<file path="config.mk">
export PLATFORM = sky130hd
export DESIGN_NAME = odd_parity_rx_flat
export DESIGN_NICKNAME = d
export VERILOG_FILES = /design/src/rtl/odd_parity_rx_pkg.sv /design/src/rtl/odd_parity_rx_if.sv /design/src/rtl/odd_parity_rx.sv /design/src/flat_wrapper.sv
export SDC_FILE = /design/constraint.sdc
export NUM_CORES = 1
export LEC_CHECK = 0
export CORE_MARGIN = 2
export CORE_UTILIZATION = 55
export DETAILED_ROUTE_END_ITERATION = 6
export PLACE_DENSITY = 0.84
export SLEW_MARGIN = 20
export SYNTH_ARGS = -nofsm -noshare
export SYNTH_HDL_FRONTEND = slang
export SYNTH_SLANG_ARGS = --single-unit
</file>
<file path="constraint.sdc">
create_clock -name clk -period 2.2 [get_ports clk]
set_input_delay 0.33 -clock clk [delete_from_list [all_inputs] [get_ports clk]]
set_output_delay 0.33 -clock clk [all_outputs]
set_load 0.005 [all_outputs]
</file>
<file path="src/rtl/odd_parity_rx_pkg.sv">
`default_nettype none
// ============================================================================
// Module   : odd_parity_pkg
// Purpose  : Shared types, constants and helpers for the odd-parity link
//            (receiver and transmitter).
// Revision : 1.0 - initial release
// ============================================================================
package odd_parity_pkg;

  // Receiver frame-walk states
  typedef enum logic [1:0] {
    IDLE = 2'd0,
    DATA = 2'd1,
    PAR  = 2'd2,
    STOP = 2'd3
  } state_t;

  localparam int DEF_DATA_W = 4;

  // start + data + parity + stop
  localparam int FRAME_BITS = DEF_DATA_W + 3;

  // Parity bit that gives data+parity an odd count of ones. Zero-extension
  // to 16 bits leaves the reduction unchanged, so any width up to 16 fits.
  function automatic logic odd_par(input logic [15:0] data);
    return ~^data;
  endfunction

endpackage
`default_nettype wire

</file>
<file path="src/rtl/odd_parity_rx_if.sv">
`default_nettype none
// ============================================================================
// Module   : odd_parity_rx_if
// Purpose  : Serial input and valid/ready output bundle of the odd-parity
//            receiver. master = receiver side, slave = line/consumer side.
// Revision : 1.0 - initial release
// ============================================================================
interface odd_parity_rx_if
  import odd_parity_pkg::*;
#(
  parameter int DATA_W = DEF_DATA_W
);

  logic              bit_en;
  logic              rx_in;
  logic              out_ready;
  logic              out_valid;
  logic [DATA_W-1:0] out_data;
  logic              parity_err;
  logic              frame_err;
  logic              overrun;

  modport master (
    input  bit_en, rx_in, out_ready,
    output out_valid, out_data, parity_err, frame_err, overrun
  );

  modport slave (
    output bit_en, rx_in, out_ready,
    input  out_valid, out_data, parity_err, frame_err, overrun
  );

endinterface
`default_nettype wire

</file>
<file path="src/rtl/odd_parity_rx.sv">
`default_nettype none
// ============================================================================
// Module   : odd_parity_rx
// Purpose  : Odd-parity serial frame receiver. Deframes start/data/parity/
//            stop, checks parity and stop bit, and holds the word in a
//            one-entry valid/ready output register with overrun reporting.
// Revision : 1.0 - initial release
// ============================================================================
module odd_parity_rx
  import odd_parity_pkg::*;
#(
  parameter int DATA_W = DEF_DATA_W
)
(
  input  wire logic       clk,
  input  wire logic       rst_n,
  odd_parity_rx_if.master bus
);

  localparam int CNT_W = $clog2(DATA_W + 1);
  localparam logic [CNT_W-1:0] c_last_bit = CNT_W'(DATA_W - 1);

  state_t              r_state;
  state_t              w_next;
  logic [CNT_W-1:0]    r_cnt;
  logic [DATA_W-1:0]   r_shift;
  logic                r_par;

  logic                w_start;
  logic                w_shift;
  logic                w_par_ld;
  logic                w_done;
  logic [DATA_W-1:0]   w_ins;
  logic                w_p_err;
  logic                w_f_err;

  logic                r_valid;
  logic [DATA_W-1:0]   r_data;
  logic                r_perr;
  logic                r_ferr;
  logic                r_ovr;

  // State register
  always_ff @(posedge clk or negedge rst_n) begin
    if (!rst_n) begin
      r_state <= IDLE;
    end else begin
      r_state <= w_next;
    end
  end

  // Next-state logic; the frame only advances on bit strobes
  always_comb begin
    w_next = r_state;
    if (bus.bit_en) begin
      case (r_state)
        IDLE:    if (!bus.rx_in) w_next = DATA;
        DATA:    if (r_cnt == c_last_bit) w_next = PAR;
        PAR:     w_next = STOP;
        STOP:    w_next = IDLE;
        default: w_next = IDLE;
      endcase
    end
  end

  // FSM-decoded strobes driving the datapath
  always_comb begin
    w_start  = bus.bit_en && (r_state == IDLE) && !bus.rx_in;
    w_shift  = bus.bit_en && (r_state == DATA);
    w_par_ld = bus.bit_en && (r_state == PAR);
    w_done   = bus.bit_en && (r_state == STOP);
    // New bit enters at the MSB; after DATA_W shifts the first bit sits at bit 0
    w_ins    = DATA_W'(bus.rx_in) << (DATA_W - 1);
    w_p_err  = (r_par != odd_par(16'(r_shift)));
    w_f_err  = ~bus.rx_in;
  end

  // Bit counter, shift register and latched parity bit
  always_ff @(posedge clk or negedge rst_n) begin
    if (!rst_n) begin
      r_cnt   <= '0;
      r_shift <= '0;
      r_par   <= 1'b0;
    end else begin
      if (w_start) begin
        r_cnt   <= '0;
        r_shift <= '0;
      end else if (w_shift) begin
        r_cnt   <= r_cnt + 1'b1;
        r_shift <= (r_shift >> 1) | w_ins;
      end
      if (w_par_ld) begin
        r_par <= bus.rx_in;
      end
    end
  end

  // One-entry output register: a completed frame loads when the slot is
  // empty or being drained on the same edge; otherwise it is dropped.
  always_ff @(posedge clk or negedge rst_n) begin
    if (!rst_n) begin
      r_valid <= 1'b0;
      r_data  <= '0;
      r_perr  <= 1'b0;
      r_ferr  <= 1'b0;
      r_ovr   <= 1'b0;
    end else begin
      r_ovr <= 1'b0;
      if (w_done && (!r_valid || bus.out_ready)) begin
        r_valid <= 1'b1;
        r_data  <= r_shift;
        r_perr  <= w_p_err;
        r_ferr  <= w_f_err;
      end else begin
        if (w_done) begin
          r_ovr <= 1'b1;
        end
        if (r_valid && bus.out_ready) begin
          r_valid <= 1'b0;
        end
      end
    end
  end

  assign bus.out_valid  = r_valid;
  assign bus.out_data   = r_data;
  assign bus.parity_err = r_perr;
  assign bus.frame_err  = r_ferr;
  assign bus.overrun    = r_ovr;

endmodule
`default_nettype wire

</file>
<file path="src/flat_wrapper.sv">
// flat-port wrapper written by rule: the top's interface ports become plain ports
module odd_parity_rx_flat import odd_parity_pkg::*;
#(
  parameter int DATA_W = DEF_DATA_W
)
  (clk, rst_n, bus_bit_en, bus_rx_in, bus_out_ready, bus_out_valid, bus_out_data, bus_parity_err, bus_frame_err, bus_overrun);
  odd_parity_rx_if #(.DATA_W(DATA_W)) bus_i ();
  input  wire logic clk;
  input  wire logic rst_n;
  input wire logic [$bits(bus_i.bit_en)-1:0] bus_bit_en;
  input wire logic [$bits(bus_i.rx_in)-1:0] bus_rx_in;
  input wire logic [$bits(bus_i.out_ready)-1:0] bus_out_ready;
  output wire logic [$bits(bus_i.out_valid)-1:0] bus_out_valid;
  output wire logic [$bits(bus_i.out_data)-1:0] bus_out_data;
  output wire logic [$bits(bus_i.parity_err)-1:0] bus_parity_err;
  output wire logic [$bits(bus_i.frame_err)-1:0] bus_frame_err;
  output wire logic [$bits(bus_i.overrun)-1:0] bus_overrun;
  assign bus_i.bit_en = bus_bit_en;
  assign bus_i.rx_in = bus_rx_in;
  assign bus_i.out_ready = bus_out_ready;
  assign bus_out_valid = bus_i.out_valid;
  assign bus_out_data = bus_i.out_data;
  assign bus_parity_err = bus_i.parity_err;
  assign bus_frame_err = bus_i.frame_err;
  assign bus_overrun = bus_i.overrun;
  odd_parity_rx #(.DATA_W(DATA_W)) u_core (.clk(clk), .rst_n(rst_n), .bus(bus_i));
endmodule
</file>
==> metrics.md <==
| Metric | Value |
|---|---|
| Tmin final | `about 1.6 ns` |
| WL final | `1.33 mm` |
| WS Path Type | `register to register` |
| Max FO, Critical Path | `6` |
| H-tree levels | `1` |
| Die area | `0.00187 sq mm` |
| DRT iter0 DRCs | `10` |
| Vias per cell | `5.34` |
| Layout cell share with drive strength beyond 1 | `16.7%` |
| Pleak | `0.491 nW` |
| Most frequent cells in the layout | `dfrtp_1 (18), clkdlybuf4s50_1 (12), ha_1 (6)` |
| Die width | `43.3 microns` |
| Post-route ant nets | `0` |
| Mux cell area share after synthesis | `about an eighth` |
| Setup Viol. Count Final | `0` |
| HP Class | `primary input to asynchronous set/reset pin` |
| GPL Wtd Cong | `0.802` |
| Main combinational cell family by area after synthesis | `multiplexers` |
| Post-synthesis compound-gate area fraction | `under 10%` |
| Dpl hpwl | `between 1 and 1.5 mm` |
| Register area share after synthesis | `a little over half` |
| Max Cap Viol | `0` |
| Num rows | `14` |
| Avg Inst Size Synth | `12.7 sq um` |
| Placed cell areas | `997 sq um` |
| Die Height | `between 40 and 50 microns` |
| Critical path startpoint category | `register` |
| Root buffer cell | `clkbuf_4` |
| Switching share of power | `between 30% and 40%` |
| Hold Fails Final Rpt | `0` |
| Top post-synthesis cells by area | `dfrtp_1 (53%), ha_1 (8.8%), mux2_2 (6.6%)` |
| WP buf/inv | `1` |
| Max Clock Skew | `0.00557 ns` |
| CP cell instances | `inv_1, ha_1, nor2b_1, o21ai_1, mux2_2` |
| FILL cells | `106` |
| Synth-to-layout area growth | `21.6%` |
| Hold buffer count at CTS | `0` |
| Mapped Area | `about 850 sq um` |
| Setup TNS | `0 ns` |
| Avg WL per Cell | `between 10 and 15 microns` |
| Final Cell Area | `0.00103 sq mm` |
| Area leader, netlist | `dfrtp_1` |
| Synth Flop Type | `dfrtp_1` |
| XOR/XNOR Fraction of Synth Area | `under 10%` |
| Final Max Tran Viols | `0` |
| DR DRC count | `0` |
| Vias in the first global route | `517` |
| Synth warnings | `0` |
| Total grt overflow | `0` |
| Syn nets | `78` |
| CTS tree | `done` |
| RSZ-0062 raised after global routing | `no` |
| Simple-gate portion of the synthesized area | `under 10%` |
| Req. time, crit path | `2.44 ns` |
| Period utilisation layout | `71.7%` |
| Synthesized flop and latch total | `18` |
| Largest net degree at the start of global routing | `19` |
| TritonRoute pass-1 iters | `3` |
| Fraction of the mapped netlist area in adder cells | `8.84%` |
| Io pins | `13` |
| Pwr Total | `1.39 mW` |
| Reg power frac | `about 41%` |
| First-pass GRT wire length | `between 2 and 2.5 mm` |
| Initial antenna violation count | `0` |
| Post-synth top area share | `53.0%` |
| P_int | `952 uW` |
| # diodes | `0` |
| Outcome | `finished, final reports clean` |
| Rel. slew slack | `between 60 and 70%` |
| Max Root-Sink Buffers | `2` |
| Initial core utilization | `57.7%` |
| Commonest non-fill, non-tap cell in the layout | `dfrtp_1` |
| # resized after CTS | `0` |
| Actual slew at the worst max-slew pin | `0.462 ns` |
| Crit path DAT | `1.82 ns` |
| Cells after Synth | `67` |
| VDD IR max | `0.828 mV` |
| Worst-path clk slew | `0.10 ns` |
| Global Route Usage Sum | `17.2%` |
| Sw power | `437 uW` |
| Total CTS buffers | `3` |
| CP Capture Type | `register` |
| NumNets Final | `96` |
| Cell family with most CP delay | `flip-flops` |
| Port bufs | `12` |
| Comb pwr share | `44.1%` |
| CP max-delay cell | `dfrtp_1` |
| Yosys cell types | `23` |
| FFs w/ async S/R, synth | `100%` |
| Fmax | `634 MHz` |
| Max incr delay on CP | `just over 0.4 ns` |
| Total core area | `between 0.001 and 0.0015 sq mm` |
| Post-synth EDFFs | `0` |
| Power Density | `1340 mW/mm^2` |
| Via Count | `534` |
| Worst skew pair latency | `0.30 ns` |
| Post-CTS setup buffer count | `0` |
| CTS Sinks | `18` |
| Clk pwr share | `14.6%` |
[state kept, by name, summed over array words and instances (netlist names)]
| name | cells |
|---|---|
| u_core.bus.out_valid | 1 |
| u_core.bus.out_data | 4 |
| u_core.r_shift | 4 |
| u_core.bus.parity_err | 1 |
| u_core.r_state | 2 |
| u_core.bus.overrun | 1 |
| u_core.r_cnt | 3 |
| u_core.bus.frame_err | 1 |
| u_core.r_par | 1 |
[synthesized netlist by cell type, types with 2 or more instances]
cell,n
a21oi_1,2
a22o_1,4
dfrtp_1,18
ha_1,6
inv_1,5
mux2_1,2
mux2_2,5
nand2_1,3
nand2b_1,2
nor2_1,5
nor2b_1,2
xnor2_1,2
[layout make-up]
type	count	area [sq um]	area share, %
Sequential cell	18	450	43.6
Multi-Input combinational cell	42	369	35.7
Timing Repair Buffer	14	135	13.1
Clock buffer	4	36.3	3.51
Inverter	6	22.5	2.18
Tap cell	16	20.0	1.94
[power groups by stage]
| stage | clock [mW] | combinational (mW) | sequential, mW |
|---|---|---|---|
| global placement | 0 | 0.605 | 0.574 |
| detailed placement | 0 | 0.617 | 0.582 |
| floorplan | 0 | 0.429 | 0.564 |
| global route | 0.218 | 0.685 | 0.596 |
| CTS | 0.210 | 0.620 | 0.575 |
| finish | 0.204 | 0.613 | 0.573 |
[final timing paths]
| path | slack, ns | startpoint | end | cells after the start |
|---|---|---|---|---|
| max reg2reg | 0.62 | u_core.r_state[0] | u_core.r_cnt[0] | 5 |
| max | 0.62 | u_core.r_state[0] | u_core.r_cnt[0] | 5 |
| max in group asynchronous | 1.65 | rst_n | u_core.r_shift[1] | 2 |
| min | 0.35 | rst_n | u_core.bus.overrun | 2 |
| min in group clk | 0.51 | u_core.r_cnt[2] | u_core.r_cnt[2] | 1 |
| min reg2reg | 0.51 | u_core.r_cnt[2] | u_core.r_cnt[2] | 1 |
[logic make-up (layout without fill, tap and decap cells)]
group / count (synthesis) / count (layout)
DFF: 18 / 18
and+or+nand+nor: 14 / 14
AOI/OAI and AO/OA: 10 / 10
muxes: 9 / 9
buffers and inverters: 7 / 24
adders and majority gates: 6 / 6
xor gates and xnor gates: 3 / 3
[per-stage QoR]
step	setup WS, ns	hold WS [ns]	instances	utilization, %
final	0.622	0.352	100	70.2
after global routing	0.528	0.371	100	70.2
after CTS	0.629	0.363	100	70.2
after detailed placement	0.452	0.490	96	67.8
after global placement	0.468	0.473	96	67.8
after floorplan	0.794	0.0344	67	-
[routing by layer]
layer	routed length [microns]	GRT usage, %	up-vias
li1	-	-	266
met1	609	20.4	253
met5	0	0	-
met3	41	2.55	5
met4	39	12.7	0
met2	637	28.1	10
No activity file was read; power rests on OpenSTA's default activity.
==> RTL edit 1, RTL diff (same flow settings) <==
The package constant `DEF_DATA_W` goes from 4 to 8.
--- a/src/rtl/odd_parity_rx_pkg.sv
+++ b/src/rtl/odd_parity_rx_pkg.sv
@@ -15,7 +15,7 @@
     STOP = 2'd3
   } state_t;
 
-  localparam int DEF_DATA_W = 4;
+  localparam int DEF_DATA_W = 8;
 
   // start + data + parity + stop
   localparam int FRAME_BITS = DEF_DATA_W + 3;
Interface: changed (resized bus_out_data); port bits go from 13 to 17. The function was not compared with the original's and may differ.
==> RTL edit 1 against the original RTL <==
  * Worst setup slack improved by 0.038 ns
  * Core utilization down 3.4 points
  * Critical endpoint is now u_core.r_cnt[3]
  * Design area is 39% higher
  * Sequential cell count grew 9
  * Critical path type unchanged
  * Synthesized area rose by 43%
  * Combinational power increased by 41%
  * Wire length rose by 67%
  * Power is 40% higher
==> RTL edit 1: results (changes against the original RTL) <==
- Status: finished, final reports clean
- IO Port Bufs: 16 (+4)
- Post-synth top cells: 49 x nand2_1, 27 x dfrtp_1, 8 x a21oi_1, 6 x nor2_1, 6 x xnor2_1
- Reg clk slew, reported paths: 0.14 ns (+0.04 ns)
- Grt met2 use: 0.3485 (+0.06789)
- Grt met3 use: 0.02047 (-0.005064)
- CP peak stage delay: 0.44 ns (+0.03 ns)
- Peak VDD IR: 0.6515 mV (-21%)
- Gate power share: 0.443 (+0.002)
- CP max FO: 12 (+6)
- Pre-antenna DRT Iters: 4 (+1)
- Routability Congestion: 0.7610 (-5.1%)
- First-pass GRT wire length: 3.732 mm (+67%)
- Nets@finish: 155 (+61%)
- Syn_nets: 136 (+74%)
- Initial DRC Count: 11 (+1)
- Worst Max-Slew Pin Slew: 0.4124 ns (-0.04991 ns)
- Synth Area in XOR/XNOR: 0.08351 (+0.03638)
- Pre-CTS WS: 0.3844 ns (-0.06775 ns)
- Adder-cell area share of the yosys netlist: 0.05155 (-0.03682)
- Largest net degree at the start of global routing: 28 (+9)
- Post-synthesis mux area share: 0.02784 (-0.09440)
- Leakage dissipation: 0.6831 nW (+39%)
- Yosys cell types: 20 (-13%)
- Finished Layout Cells: 172 (+72%)
- Post-synthesis sequential area ratio: 0.5567 (+0.02651)
- Met1 usage: 0.2383 (+0.03380)
- Synth Area in Compound Gates: 0.05670 (-0.04197)
- Switching share of power: 0.3533 (+0.03853)
- Via density: 5.180 (-3.0%)
- Top area cells in the synthesized netlist: dfrtp_1 56%, nand2_1 15%, ha_1 5.2%
## RTL edit 1: cell count changes in the layout (fill, tap and decap cells not counted), moves of 2 or more
cell	before	now
nand2_1	3	49
dfrtp_1	18	27
a21oi_1	2	8
a22o_1	4	0
clkdlybuf4s50_1	12	16
xnor2_1	2	6
inv_1	5	2
o21ai_0	0	3
xor2_1	0	3
mux2_1	2	0
mux2_2	5	3
nand3_1	0	2
## RTL edit 1: final timing paths
kind	startpoint	to	slack, ns	cells after the start
worst max register to register	u_core.r_state[1]	u_core.r_cnt[3]	0.66	6
worst min-delay path	rst_n	u_core.bus.frame_err	0.35	2
min in group clk	u_core.bus.out_data[4]	u_core.bus.out_data[4]	0.49	2
max in group asynchronous	rst_n	u_core.bus.out_data[6]	1.60	2
worst min register to register	u_core.bus.out_data[4]	u_core.bus.out_data[4]	0.49	2
worst max-delay path	u_core.r_state[1]	u_core.r_cnt[3]	0.66	6
## RTL edit 1: cell type report
cell class / count / area [µm²]
Timing Repair Buffer: 19 / 182.7
Tap cell: 28 / 35.03
Fill cell: 168 / 713.2
Multi-Input combinational cell: 92 / 508.0
Inverter: 2 / 7.507
Clock buffer: 4 / 26.28
Sequential cell: 27 / 675.6
## RTL edit 1: metrics by stage
stage | area [µm²] | util | hold WS [ns]
after floorplan | 1214 | - | 0.03441
after global placement | 1409 | 0.6558 | 0.4571
after detailed placement | 1409 | 0.6558 | 0.4615
after CTS | 1435 | 0.6680 | 0.3613
after global routing | 1435 | 0.6680 | 0.4080
final | 1435 | 0.6680 | 0.3487
## RTL edit 1: routing by layer
| metal | wire, µm | vias to the layer above |
|---|---|---|
| met5 | 0 | - |
| met4 | 50 | 0 |
| met3 | 108 | 5 |
| met2 | 1150 | 25 |
| met1 | 903 | 424 |
| li1 | - | 437 |
==> RTL edit 2, RTL diff (same flow settings) <==
Without the edit above. The 4 states of `state_t` get a one-hot encoding in 4 bits.
--- a/src/rtl/odd_parity_rx_pkg.sv
+++ b/src/rtl/odd_parity_rx_pkg.sv
@@ -8,11 +8,11 @@
 package odd_parity_pkg;
 
   // Receiver frame-walk states
-  typedef enum logic [1:0] {
-    IDLE = 2'd0,
-    DATA = 2'd1,
-    PAR  = 2'd2,
-    STOP = 2'd3
+  typedef enum logic [3:0] {
+    IDLE = 4'b0001,
+    DATA = 4'b0010,
+    PAR  = 4'b0100,
+    STOP = 4'b1000
   } state_t;
 
   localparam int DEF_DATA_W = 4;
Function: no difference found for any inputs over 10 cycles, from zero or initial values and one cycle with rst_n low; not proved beyond that.
==> RTL edit 2 against the original RTL <==
  * Clock power increased by 6%
  * Largest power group is now registers
  * Sequential cell count increased by 2
  * Worst setup slack got worse by 0.22 ns
  * Wire length increased by 36%
  * Hold slack got worse by 0.0058 ns
  * Count of clock-buffer cells in the layout unchanged
  * Via count increased by 28%
  * Synthesized cell count increased by 22%
  * Power decreased by 10%
  * Synthesized area increased by 9.1%
  * Design area increased by 7.7%
  * Critical path depth decreased by 2
==> RTL edit 2: results (changes against the original RTL) <==
- Status: finished, final reports clean
- Max_slew headroom: 0.7639 (+0.07417)
- Reg2Reg Depth: 3 (-2)
- Overall Global Routing Usage: 0.1992 (+0.02701)
- Post-synth top cells: 19 x dfrtp_1, 7 x nand3_1, 7 x o21ai_0
- Overall routed net length: 1.805 mm (+36%)
- Post-synthesis sequential area ratio: 0.5412 (+0.01097)
- CP max FO: 8 (+2)
- RR Endpoint: u_core.r_state[2]
- Largest net degree at the start of global routing: 21 (+2)
- Slowest-stage cell, CP: or4b_1
- Arr. time, crit path: 2.00 ns (+0.18 ns)
- Initial DRC Count: 15 (+5)
- First-pass GRT wire length: 2.898 mm (+30%)
- Share of layout cells above drive strength 1: 0.1429 (-0.02381)
- Pre-antenna DRT Iters: 4 (+1)
- Reg clk slew, reported paths: 0.11 ns
- Worst r2r src: u_core.r_state[2]
- Cell Area, Placed: 1077 µm² (+8.0%)
- Syn_area_per_cell: 11.31 µm² (-11%)
- Metal3 WL: 64 µm (+56%)
- Routability Congestion: 0.7081 (-12%)
- Via density: 5.982 (+12%)
- DP Wirelength: 1.317 mm (+31%)
- Leakage dissipation: 0.5144 nW (+4.7%)
- Max Clock Skew: 0.001217 ns (-0.004353 ns)
- Net switching power: 407.9 µW (-6.8%)
- Final Hold Slack: 0.3461 ns (-0.005772 ns)
- Routed wl met2: 944 µm (+48%)
- Syn_nets: 89 (+14%)
- Finished Layout Cells: 114 (+14%)
- CP top delay family: simple AND/OR/NAND/NOR gates
- Flop-to-flop setup slack: 0.40 ns (-0.22 ns)
- CP peak stage delay: 0.65 ns (+0.24 ns)
- Grt met2 use: 0.3400 (+0.05940)
- Pre-CTS WS: 0.2523 ns (-0.1999 ns)
- Vias in the first global route: 635 (+23%)
- Met1 usage: 0.2693 (+0.06485)
- Yosys cell types: 30 (+30%)
- Top area cells in the synthesized netlist: dfrtp_1 51%, mux2_2 7.3%, nand3_1 3.8%
- Grt met3 use: 0.02400 (-0.001532)
- Peak VDD IR: 0.5827 mV (-30%)
RTL edit 2: changes by cell type after synthesis, sizes merged, moves of 2 or more:
| cell | before | now |
|---|---|---|
| clkbuf | 0 | 3 |
| o21ai | 1 | 7 |
| o21a | 0 | 2 |
| ha | 6 | 2 |
| nand2 | 3 | 1 |
| a21oi | 2 | 6 |
| a22o | 4 | 0 |
| nand3 | 0 | 7 |
RTL edit 2: cells by family after synthesis:
| group | after synthesis | synth area share |
|---|---|---|
| and+or+nand+nor | 21 | 0.1350 |
| DFF | 20 | 0.5412 |
| AOI/OAI and AO/OA | 19 | 0.1201 |
| buffers and inverters | 9 | 0.03778 |
| muxes | 8 | 0.09581 |
| xor gates and xnor gates | 3 | 0.04319 |
| adders and majority gates | 2 | 0.02699 |
RTL edit 2: worst min-delay path by stage:
stage	cells past startpoint	end
global placement	1	u_core.bus.out_data[0]
finish	2	u_core.bus.out_data[2]
CTS	2	u_core.bus.out_data[2]
detailed placement	1	u_core.bus.out_data[3]
floorplan	0	u_core.bus.frame_err
global route	2	u_core.bus.overrun
RTL edit 2: area by class of cell:
class / instances / area, µm² / area share
tap: 16 / 20.02 / 0.01798
timing repair buffer: 15 / 142.6 / 0.1281
sequential: 20 / 501.7 / 0.4506
inverter: 6 / 22.52 / 0.02022
multi-input combinational: 53 / 390.4 / 0.3506
clock buffer: 4 / 36.28 / 0.03258
RTL edit 2: power groups by stage:
stage	registers, mW	logic (mW)	clock network, mW
6_report	0.601	0.430	0.216
5_1_grt	0.615	0.472	0.225
4_1_cts	0.600	0.431	0.215
2_1_floorplan	0.577	0.281	0
3_5_place_dp	0.607	0.429	0
3_3_place_gp	0.590	0.403	0
